===== src/rtl/hit_buffer_ctrl.sv =====
// ---------------------------------------------------------------------------
// hit_buffer_ctrl
//
// Read-side controller for a 512-entry circular hit buffer. The buffer is
// written every bunch crossing at wrAddr. When a level-1 accept arrives, this
// block works out which buffer slot holds the triggered crossing (wrAddr minus
// the trigger latency) and queues that address. A small FSM pulls addresses
// from the queue and produces one read per trigger: rden for one cycle with
// rdAddr valid, then hitValid for one cycle while the buffer output is valid.
//
// Parameters
//   QDEPTH    pending-trigger queue depth (power of 2, 2..8)
//
// Ports
//   clk       in   40 MHz bunch-crossing clock, rising edge
//   rstn      in   asynchronous active-low reset
//   enable    in   write pointer advances when high
//   L1A       in   level-1 accept, one-cycle pulse per trigger
//   latency   in   [8:0] trigger latency in clock cycles (2..511)
//   wrAddr    out  [8:0] circular-buffer write address
//   rdAddr    out  [8:0] circular-buffer read address (held between reads)
//   rden      out  read enable, one cycle per trigger
//   hitValid  out  buffer output valid, the cycle after rden
//   qCount    out  [3:0] triggers queued and not yet read
//   ovfCount  out  [7:0] dropped triggers, saturating at 255
//   latErr    out  sticky: an accepted trigger had latency below 2
// ---------------------------------------------------------------------------
module hit_buffer_ctrl #(
    parameter int QDEPTH = 4
) (
    input  logic       clk,
    input  logic       rstn,
    input  logic       enable,
    input  logic       L1A,
    input  logic [8:0] latency,
    output logic [8:0] wrAddr,
    output logic [8:0] rdAddr,
    output logic       rden,
    output logic       hitValid,
    output logic [3:0] qCount,
    output logic [7:0] ovfCount,
    output logic       latErr
);

    localparam int         PTR_W    = (QDEPTH > 1) ? $clog2(QDEPTH) : 1;
    localparam logic [3:0] QDEPTH_C = 4'(QDEPTH);
    localparam logic [8:0] MIN_LAT  = 9'd2;

    typedef enum logic [1:0] {
        ST_IDLE = 2'd0,
        ST_READ = 2'd1,
        ST_DONE = 2'd2
    } state_t;

    state_t           state_q, state_d;
    logic [8:0]       wr_addr_q, wr_addr_d;
    logic [8:0]       rd_addr_q, rd_addr_d;
    logic [3:0]       count_q, count_d;
    logic [7:0]       ovf_q, ovf_d;
    logic             lat_err_q, lat_err_d;
    logic [PTR_W-1:0] head_q, head_d;
    logic [PTR_W-1:0] tail_q, tail_d;

    logic [8:0]       tag_mem [QDEPTH];

    logic             pop;
    logic             push;
    logic             drop;
    logic             lat_low;
    logic [8:0]       lat_eff;
    logic [8:0]       new_tag;

    // -----------------------------------------------------------------------
    // Trigger address computation
    // -----------------------------------------------------------------------
    // Latencies of 0 or 1 would point at (or past) the slot being written
    // this cycle, so they are clamped to the minimum usable latency.
    assign lat_low = (latency < MIN_LAT);
    assign lat_eff = lat_low ? MIN_LAT : latency;
    // 9-bit subtraction wraps naturally modulo 512.
    assign new_tag = wr_addr_q - lat_eff;

    // -----------------------------------------------------------------------
    // Queue push / pop decisions
    // -----------------------------------------------------------------------
    // The FSM pops whenever it is ready to start a read and something is
    // queued. The count seen here is the registered one, so a trigger pushed
    // this cycle is only visible to the FSM next cycle.
    assign pop  = ((state_q == ST_IDLE) || (state_q == ST_DONE)) && (count_q != 4'd0);

    // A full queue still accepts a trigger if a slot frees up in the same
    // cycle.
    assign push = L1A && ((count_q < QDEPTH_C) || pop);
    assign drop = L1A && !push;

    // -----------------------------------------------------------------------
    // Queue storage: one register per entry, written only at the tail.
    // Contents need no reset; the pointers and count define what is valid.
    // -----------------------------------------------------------------------
    generate
        for (genvar gi = 0; gi < QDEPTH; gi++) begin : g_tag_entry
            always_ff @(posedge clk) begin
                if (push && (tail_q == PTR_W'(gi))) begin
                    tag_mem[gi] <= new_tag;
                end
            end
        end
    endgenerate

    // -----------------------------------------------------------------------
    // Datapath next-state
    // -----------------------------------------------------------------------
    always_comb begin
        wr_addr_d = wr_addr_q;
        if (enable) begin
            wr_addr_d = wr_addr_q + 9'd1;
        end
    end

    always_comb begin
        head_d    = head_q;
        tail_d    = tail_q;
        rd_addr_d = rd_addr_q;
        count_d   = count_q + {3'b000, push} - {3'b000, pop};

        if (push) begin
            tail_d = tail_q + PTR_W'(1);
        end
        // rdAddr is only ever loaded by a pop, so it holds between reads.
        if (pop) begin
            head_d    = head_q + PTR_W'(1);
            rd_addr_d = tag_mem[head_q];
        end
    end

    always_comb begin
        ovf_d = ovf_q;
        if (drop && (ovf_q != 8'hFF)) begin
            ovf_d = ovf_q + 8'd1;
        end
    end

    always_comb begin
        lat_err_d = lat_err_q;
        if (push && lat_low) begin
            lat_err_d = 1'b1;
        end
    end

    always_ff @(posedge clk or negedge rstn) begin
        if (!rstn) begin
            wr_addr_q <= 9'd0;
            rd_addr_q <= 9'd0;
            count_q   <= 4'd0;
            head_q    <= '0;
            tail_q    <= '0;
            ovf_q     <= 8'd0;
            lat_err_q <= 1'b0;
        end else begin
            wr_addr_q <= wr_addr_d;
            rd_addr_q <= rd_addr_d;
            count_q   <= count_d;
            head_q    <= head_d;
            tail_q    <= tail_d;
            ovf_q     <= ovf_d;
            lat_err_q <= lat_err_d;
        end
    end

    // -----------------------------------------------------------------------
    // Read FSM: state register
    // -----------------------------------------------------------------------
    always_ff @(posedge clk or negedge rstn) begin
        if (!rstn) begin
            state_q <= ST_IDLE;
        end else begin
            state_q <= state_d;
        end
    end

    // -----------------------------------------------------------------------
    // Read FSM: next-state logic
    // -----------------------------------------------------------------------
    // DONE goes straight back to READ when more work is queued, which gives
    // one read every two cycles under load.
    always_comb begin
        state_d = state_q;
        unique case (state_q)
            ST_IDLE: begin
                if (count_q != 4'd0) begin
                    state_d = ST_READ;
                end
            end
            ST_READ: begin
                state_d = ST_DONE;
            end
            ST_DONE: begin
                if (count_q != 4'd0) begin
                    state_d = ST_READ;
                end else begin
                    state_d = ST_IDLE;
                end
            end
            default: begin
                state_d = ST_IDLE;
            end
        endcase
    end

    // -----------------------------------------------------------------------
    // Read FSM: outputs (Moore, decoded straight from the state register)
    // -----------------------------------------------------------------------
    always_comb begin
        rden     = 1'b0;
        hitValid = 1'b0;
        unique case (state_q)
            ST_READ: rden     = 1'b1;
            ST_DONE: hitValid = 1'b1;
            default: begin
                rden     = 1'b0;
                hitValid = 1'b0;
            end
        endcase
    end

    assign wrAddr   = wr_addr_q;
    assign rdAddr   = rd_addr_q;
    assign qCount   = count_q;
    assign ovfCount = ovf_q;
    assign latErr   = lat_err_q;

endmodule


===== config.mk =====
export PLATFORM = sky130hd
export DESIGN_NAME = hit_buffer_ctrl
export DESIGN_NICKNAME = d
export VERILOG_FILES = /design/src/rtl/hit_buffer_ctrl.sv
export SDC_FILE = /design/constraint.sdc
export NUM_CORES = 1
export LEC_CHECK = 0
export CAP_MARGIN = 20
export CORE_ASPECT_RATIO = 1.5
export CORE_MARGIN = 2
export CORE_UTILIZATION = 50
export DETAILED_ROUTE_END_ITERATION = 10
export HOLD_SLACK_MARGIN = 0.03
export PLACE_DENSITY = 0.74
export REMOVE_ABC_BUFFERS = 1
export SETUP_SLACK_MARGIN = 0.5
export SYNTH_ARGS = -nofsm -noshare
export SYNTH_HDL_FRONTEND = slang
export SYNTH_SLANG_ARGS = --single-unit

===== constraint.sdc =====
create_clock -name clk -period 6.3 [get_ports clk]
set_clock_uncertainty 0.2 [all_clocks]
set_input_delay 1.26 -clock clk [delete_from_list [all_inputs] [get_ports clk]]
set_output_delay 1.26 -clock clk [all_outputs]
set_load 0.005 [all_outputs]

==> results_dict.tcl, run 1 <==
set metrics [dict create \
    dp_cells 369 \
    yosysUniqueCellTypes 42 \
    gp_congestion 0.724 \
    synth_ff_type "dfrtp_1" \
    antenna_found_initial 0 \
    seq_area_frac_synth_pct 58.3 \
    path_clk_slew_ns 0.07 \
    worstPathArrival_ns 3.62 \
    core_sq_mm 0.00676 \
    outcome "finished clean" \
    die_area_sq_mm 0.00758 \
    end_kind "flop" \
    cp_data_required_time_ns 6.18 \
    reg2reg_setup_slack_ns 3.81 \
    tightest_slew_ns 0.834 \
    dpl_cell_area_sq_mm 0.00397 \
    finalCritPeriodShare_pct 59.3 \
    cts.sinks 73 \
    max_clock_freq_mhz 268 \
    rows 37 \
    routed_via_density 5.31 \
    critPathLaunch "latency[8]" \
    synth-edff-count 36 \
    crit_path_start_kind "input pin" \
    postRouteAntennaNets 0 \
    fin_hold_ws_ns 0.251 \
    min_path_type "reg2reg" \
    firstDrtPassIters 4 \
    first_global_vias 1987 \
    area_delta_synth_final_pct 21.3 \
    avgSynthCellArea_sq_um 13.8 \
    finalSetupTns_ns 0 \
    synthArstFlopShare_pct 50.7 \
    die_width_microns 71.8 \
    numCtsBuffers 9 \
    post_drt_wl_per_cell_microns 14.5 \
    start_util_pct 50.9 \
    rsz0062_at_grt "no" \
    route.detailed.drc 0 \
    cts.htree.levels 3 \
    ctsResizeCount 0 \
    post-cts-setup-buffers 0 \
    r2r_end "qCount[1]$_DFF_PN0_" \
    groute.usage.overall_pct 16.0 \
    io_pins 46 \
    syn_area_sq_mm 0.00344 \
    worstSkewPairLatency_ns 0.35 \
    crit_fanout 4 \
    cts_tree "built" \
    fin_nets 336 \
    num_antenna_cells 0 \
    grt_first_pass_wirelength_microns 9070 \
    dieHeight_microns 106 \
    dp_hpwl_microns 4030 \
    cts_root_buf "clkbuf_8" \
    vias 2046 \
    synth_seq_cells 73 \
    crit_type "in2reg" \
    synthCells 249 \
    endpoint "tag_mem[0][8]$_DFFE_PP_" \
    p_per_area_mw_per_mm2 501 \
    max-slew-margin-rel_pct 44.4 \
    r2r_cells 11 \
    drt_iter0_markers 123 \
    nFillCells 531 \
    routed_wl_microns 5570 \
    cap_violations 0 \
    cts.path.max_buffers 2 \
    io_buffers 45 \
    p_leak_nw 1.73 \
    ir_drop_mv 0.309 \
    final_area_sq_mm 0.00418 \
    grt_max_degree 38 \
    hold_viol_final 0 \
    report.final.slew_viol_count 0 \
    synth_warnings 0 \
    cts_hold_buf 0 \
    setup_viol 0 \
    regToRegStartpoint "qCount[2]$_DFF_PN0_" \
    fin_crit_ns 3.74 \
    gr-total-overflow 0 \
    fin_cells 385 \
    drive_gt1_share_pct 12.1 \
]
worst min-delay path by stage:
stage                           start                      to  slack (ns)  cells past startpoint
6_report       state_q[1]$_DFFE_PN0P_  state_q[1]$_DFFE_PN0P_        0.25                      1
3_3_place_gp   state_q[1]$_DFFE_PN0P_  state_q[1]$_DFFE_PN0P_        0.24                      1
4_1_cts        state_q[1]$_DFFE_PN0P_  state_q[1]$_DFFE_PN0P_        0.25                      1
3_5_place_dp   state_q[1]$_DFFE_PN0P_  state_q[1]$_DFFE_PN0P_        0.24                      1
5_1_grt        state_q[1]$_DFFE_PN0P_  state_q[1]$_DFFE_PN0P_        0.28                      1
2_1_floorplan  state_q[1]$_DFFE_PN0P_  state_q[1]$_DFFE_PN0P_        0.22                      1
kinds of logic after synthesis:
group           synth area share [%]
xor+xnor                        5.09
flops                           58.3
mux                             11.4
simple gates                    9.34
buf+inv                         2.98
compound gates                  4.83
fa+ha+maj                       8.07
per-stage QoR:
stage	total power [W]	util (%)	setup WS, ns
2_1_floorplan	0.00140	-	2.97
3_3_place_gp	0.00170	58.7	2.17
3_5_place_dp	0.00173	58.7	2.14
4_1_cts	0.00212	61.8	2.51
5_1_grt	0.00224	61.8	2.39
6_report	0.00209	61.8	2.56
where the power goes:
group | internal (W) | switching (W)
logic | 0.000482 | 0.000355
registers | 0.000730 | 0.000141
clock network | 0.000221 | 0.000165
state kept, by name, summed over array words and instances (netlist names):
name and flops:
tag_mem 36, rdAddr 9, qCount 4, wrAddr 9
head_q 2, latErr 1, ovfCount 8, tail_q 2
state_q 2
cell type report:
type	count	area, sq um	share of cell area [%]
clock buffer	10	128	3.06
clock inverter	6	82.6	1.98
inverter	20	75.1	1.80
multi-input combinational	152	1330	31.9
sequential	73	2010	48.1
tap	78	97.6	2.34
timing repair buffer	46	453	10.8
cell usage after synthesis (2+ instances only):
cell type | n | share of area (%)
dfrtp_1 | 37 | 27
xnor2_1 | 10 | 2.5
mux2_4 | 8 | 3.5
and2_1 | 3 | 0.55
mux4_2 | 8 | 5.2
nand2b_1 | 6 | 1.1
and3_1 | 5 | 0.91
fa_1 | 2 | 1.2
edfxtp_1 | 36 | 31
nor2_1 | 11 | 1.2
ha_1 | 19 | 6.9
xor2_1 | 10 | 2.5
nor2b_1 | 5 | 0.91
nand2_1 | 12 | 1.3
a21oi_1 | 13 | 1.9
nor4_1 | 2 | 0.36
mux2_2 | 4 | 1.3
a21o_1 | 2 | 0.44
o21ai_0 | 3 | 0.44
nand3_1 | 8 | 1.2
inv_1 | 20 | 2.2
nand4_1 | 4 | 0.73
a211oi_1 | 2 | 0.44
per-layer routing:
layer	track usage, %	up-vias	part of all wire, %
li1	-	1003	-
met4	9.30	0	3.0
met5	0	-	0
met2	26.9	31	52
met3	3.73	11	2.8
met1	18.3	1001	42
cell usage in the layout, fill, tap and decap left out, types with 2 or more instances in the layout:
cell type	n
o21ai_0	3
nor4_1	2
nor2b_1	5
fa_1	2
nand2b_1	6
edfxtp_1	36
mux4_2	8
clkdlybuf4s50_1	44
clkbuf_8	9
and3_1	5
a211oi_1	2
nor2_1	11
and2_1	3
bufinv_16	2
a21o_1	2
nand3_1	8
nand2_1	12
dfrtp_1	37
xor2_1	10
clkinv_2	2
mux2_2	4
mux2_4	8
inv_1	20
xnor2_1	10
nand4_1	4
a21oi_1	13
ha_1	19
critical path: stages:
cell             delay, ns
clkdlybuf4s50_1       0.44
nor4_1                0.46
nand2_1               0.12
and2_1                0.17
ha_1                  0.18
inv_1                 0.07
fa_1                  0.20
a21o_1                0.12
a21oi_1               0.10
o31ai_1               0.34
xnor2_1               0.15
No activity file was read; power rests on OpenSTA's default activity.
==> run 2, diff against run 1 <==
- CORE_UTILIZATION: 50 -> 49
- PLACE_DENSITY: 0.74 -> 0.75
- clock period: 6.3 -> 3.35 ns (I/O delays scaled with it)
==> run 2 against run 1 <==
Effect of this change: register-to-register slack lost 3.0 ns; highest routed layer unchanged; critical path type unchanged; die area grew 2.0%; critical path depth grew 1; worst setup slack lost 2.0 ns.
==> results_dict.tcl, run 2 (same netlist as run 1, synthesis figures left out) <==
set metrics [dict create \
    num_antenna_cells 0 \
    rows 37 \
    cp.buffers_inverters 3 \
    firstDrtPassIters 5 \
    p_leak_nw 1.81 \
    path_clk_slew_ns 0.07 \
    ir_drop_mv 0.503 \
    groute.usage.overall_pct 16.6 \
    worstPathArrival_ns 2.64 \
    cp_data_required_time_ns 3.23 \
    crit_path_max_incr_delay_ns 0.38 \
    worst_slack_ns 0.587 \
    routed_via_density 5.37 \
    fin_cells 392 \
    crit_type "in2reg" \
    cts.htree.levels 3 \
    hold_viol_final 0 \
    start_util_pct 50.3 \
    area_delta_synth_final_pct 24.2 \
    vias 2106 \
    fin_nets 343 \
    first_global_vias 2104 \
    fin_crit_ns 2.76 \
    numCtsBuffers 9 \
    io_buffers 45 \
    rsz0062_at_grt "no" \
    io_pins 46 \
    cap_violations 0 \
    cts_tree "built" \
    crit_fanout 4 \
    tightest_slew_ns 0.828 \
    grt_first_pass_wirelength_microns 9630 \
    p_per_area_mw_per_mm2 939 \
    largest_reg_flops 36 \
    gp_congestion 0.745 \
    crit_path_top_delay_cell "fa_2" \
    path_delay_family "adder cells" \
    critical_path.cell_chain "dlygate4sd2_1 > nor4_2 > buf_4 > nand2_1 > and2_4 > ha_2 > inv_2 > fa_2 > a21o_1 > a21oi_2 > o21ai_1 > xor2_1" \
    min_path_type "in2async" \
    drive_gt1_share_pct 17.2 \
    top_register "tag_mem" \
    postRouteAntennaNets 0 \
    dp_cells 375 \
    report.final.slew_viol_count 0 \
    cts.path.max_buffers 2 \
    dp_hpwl_microns 4170 \
    routed_wl_microns 5860 \
    crit_path_start_kind "input pin" \
    end_kind "flop" \
    max_clock_freq_mhz 362 \
    place_ws_ns -0.0622 \
    cts.sinks 73 \
    post_drt_wl_per_cell_microns 14.9 \
    outcome "finished clean" \
    gr-total-overflow 0 \
    grt_max_degree 38 \
    die_width_microns 72.4 \
    max-slew-margin-rel_pct 44.8 \
    finalCritPeriodShare_pct 82.5 \
    core_sq_mm 0.00685 \
    die_area_sq_mm 0.00773 \
    cts_root_buf "clkbuf_8" \
    fin_hold_ws_ns 0.213 \
    worstSkewPairLatency_ns 0.35 \
    mostFrequentLayoutCell "dfrtp_1" \
    drt_iter0_markers 119 \
    antenna_found_initial 0 \
    setup_viol 0 \
    cts_hold_buf 0 \
    layout_common_cells "37 x dfrtp_1, 36 x clkdlybuf4s50_1, 36 x edfxtp_1, 19 x inv_1, 18 x ha_1" \
    dieHeight_microns 107 \
    route.detailed.drc 0 \
]
run 2: through the flow:
| step | power [W] | TNS [ns] | utilization (%) | area (sq um) |
|---|---|---|---|---|
| after floorplan | 0.00263 | 0 | - | 3420 |
| after global placement | 0.00323 | 0 | 58.5 | 4010 |
| after detailed placement | 0.00329 | -0.452 | 58.5 | 4010 |
| after CTS | 0.00404 | 0 | 61.9 | 4240 |
| after global routing | 0.00429 | 0 | 62.4 | 4280 |
| final | 0.00401 | 0 | 62.4 | 4280 |
run 2: cell type report:
class	instances	area, sq um
Fill cell	553	2570
Sequential cell	73	2010
Multi-Input combinational cell	152	1370
Timing Repair Buffer	53	510
Clock buffer	12	166
Tap cell	78	97.6
Inverter	20	75.1
Clock inverter	4	50.0
run 2: routing by layer:
| metal | up-vias | share of wire, % | GRT usage (%) |
|---|---|---|---|
| met2 | 45 | 53 | 28.2 |
| met1 | 1037 | 41 | 19.1 |
| met4 | 0 | 2.7 | 9.52 |
| li1 | 1014 | - | - |
| met5 | - | 0 | 0 |
| met3 | 10 | 3.4 | 3.20 |
run 2: repair_timing:
item                       CTS  global route
buffers inserted             0             1
setup endpoints to repair   16            20
pin swaps                    7             8
resized for setup           10             8
run 2: power by group:
group / internal, W / switching (W) / leakage [nW]
clock network: 0.000408 / 0.000320 / 0.104
registers: 0.00137 / 0.000270 / 0.780
logic: 0.000954 / 0.000690 / 0.928
run 2: worst paths after layout:
check / startpoint / to / slack [ns] / cells past startpoint
max: latency[8] / tag_mem[2][6]$_DFFE_PP_ / 0.59 / 12
min: rstn / state_q[1]$_DFFE_PN0P_ / 0.21 / 1
max reg2reg: qCount[2]$_DFF_PN0_ / qCount[2]$_DFF_PN0_ / 0.84 / 11
min reg2reg: state_q[1]$_DFFE_PN0P_ / state_q[1]$_DFFE_PN0P_ / 0.25 / 1
max in group asynchronous: rstn / wrAddr[3]$_DFFE_PN0P_ / 2.21 / 1
min in group clk: state_q[1]$_DFFE_PN0P_ / state_q[1]$_DFFE_PN0P_ / 0.25 / 1
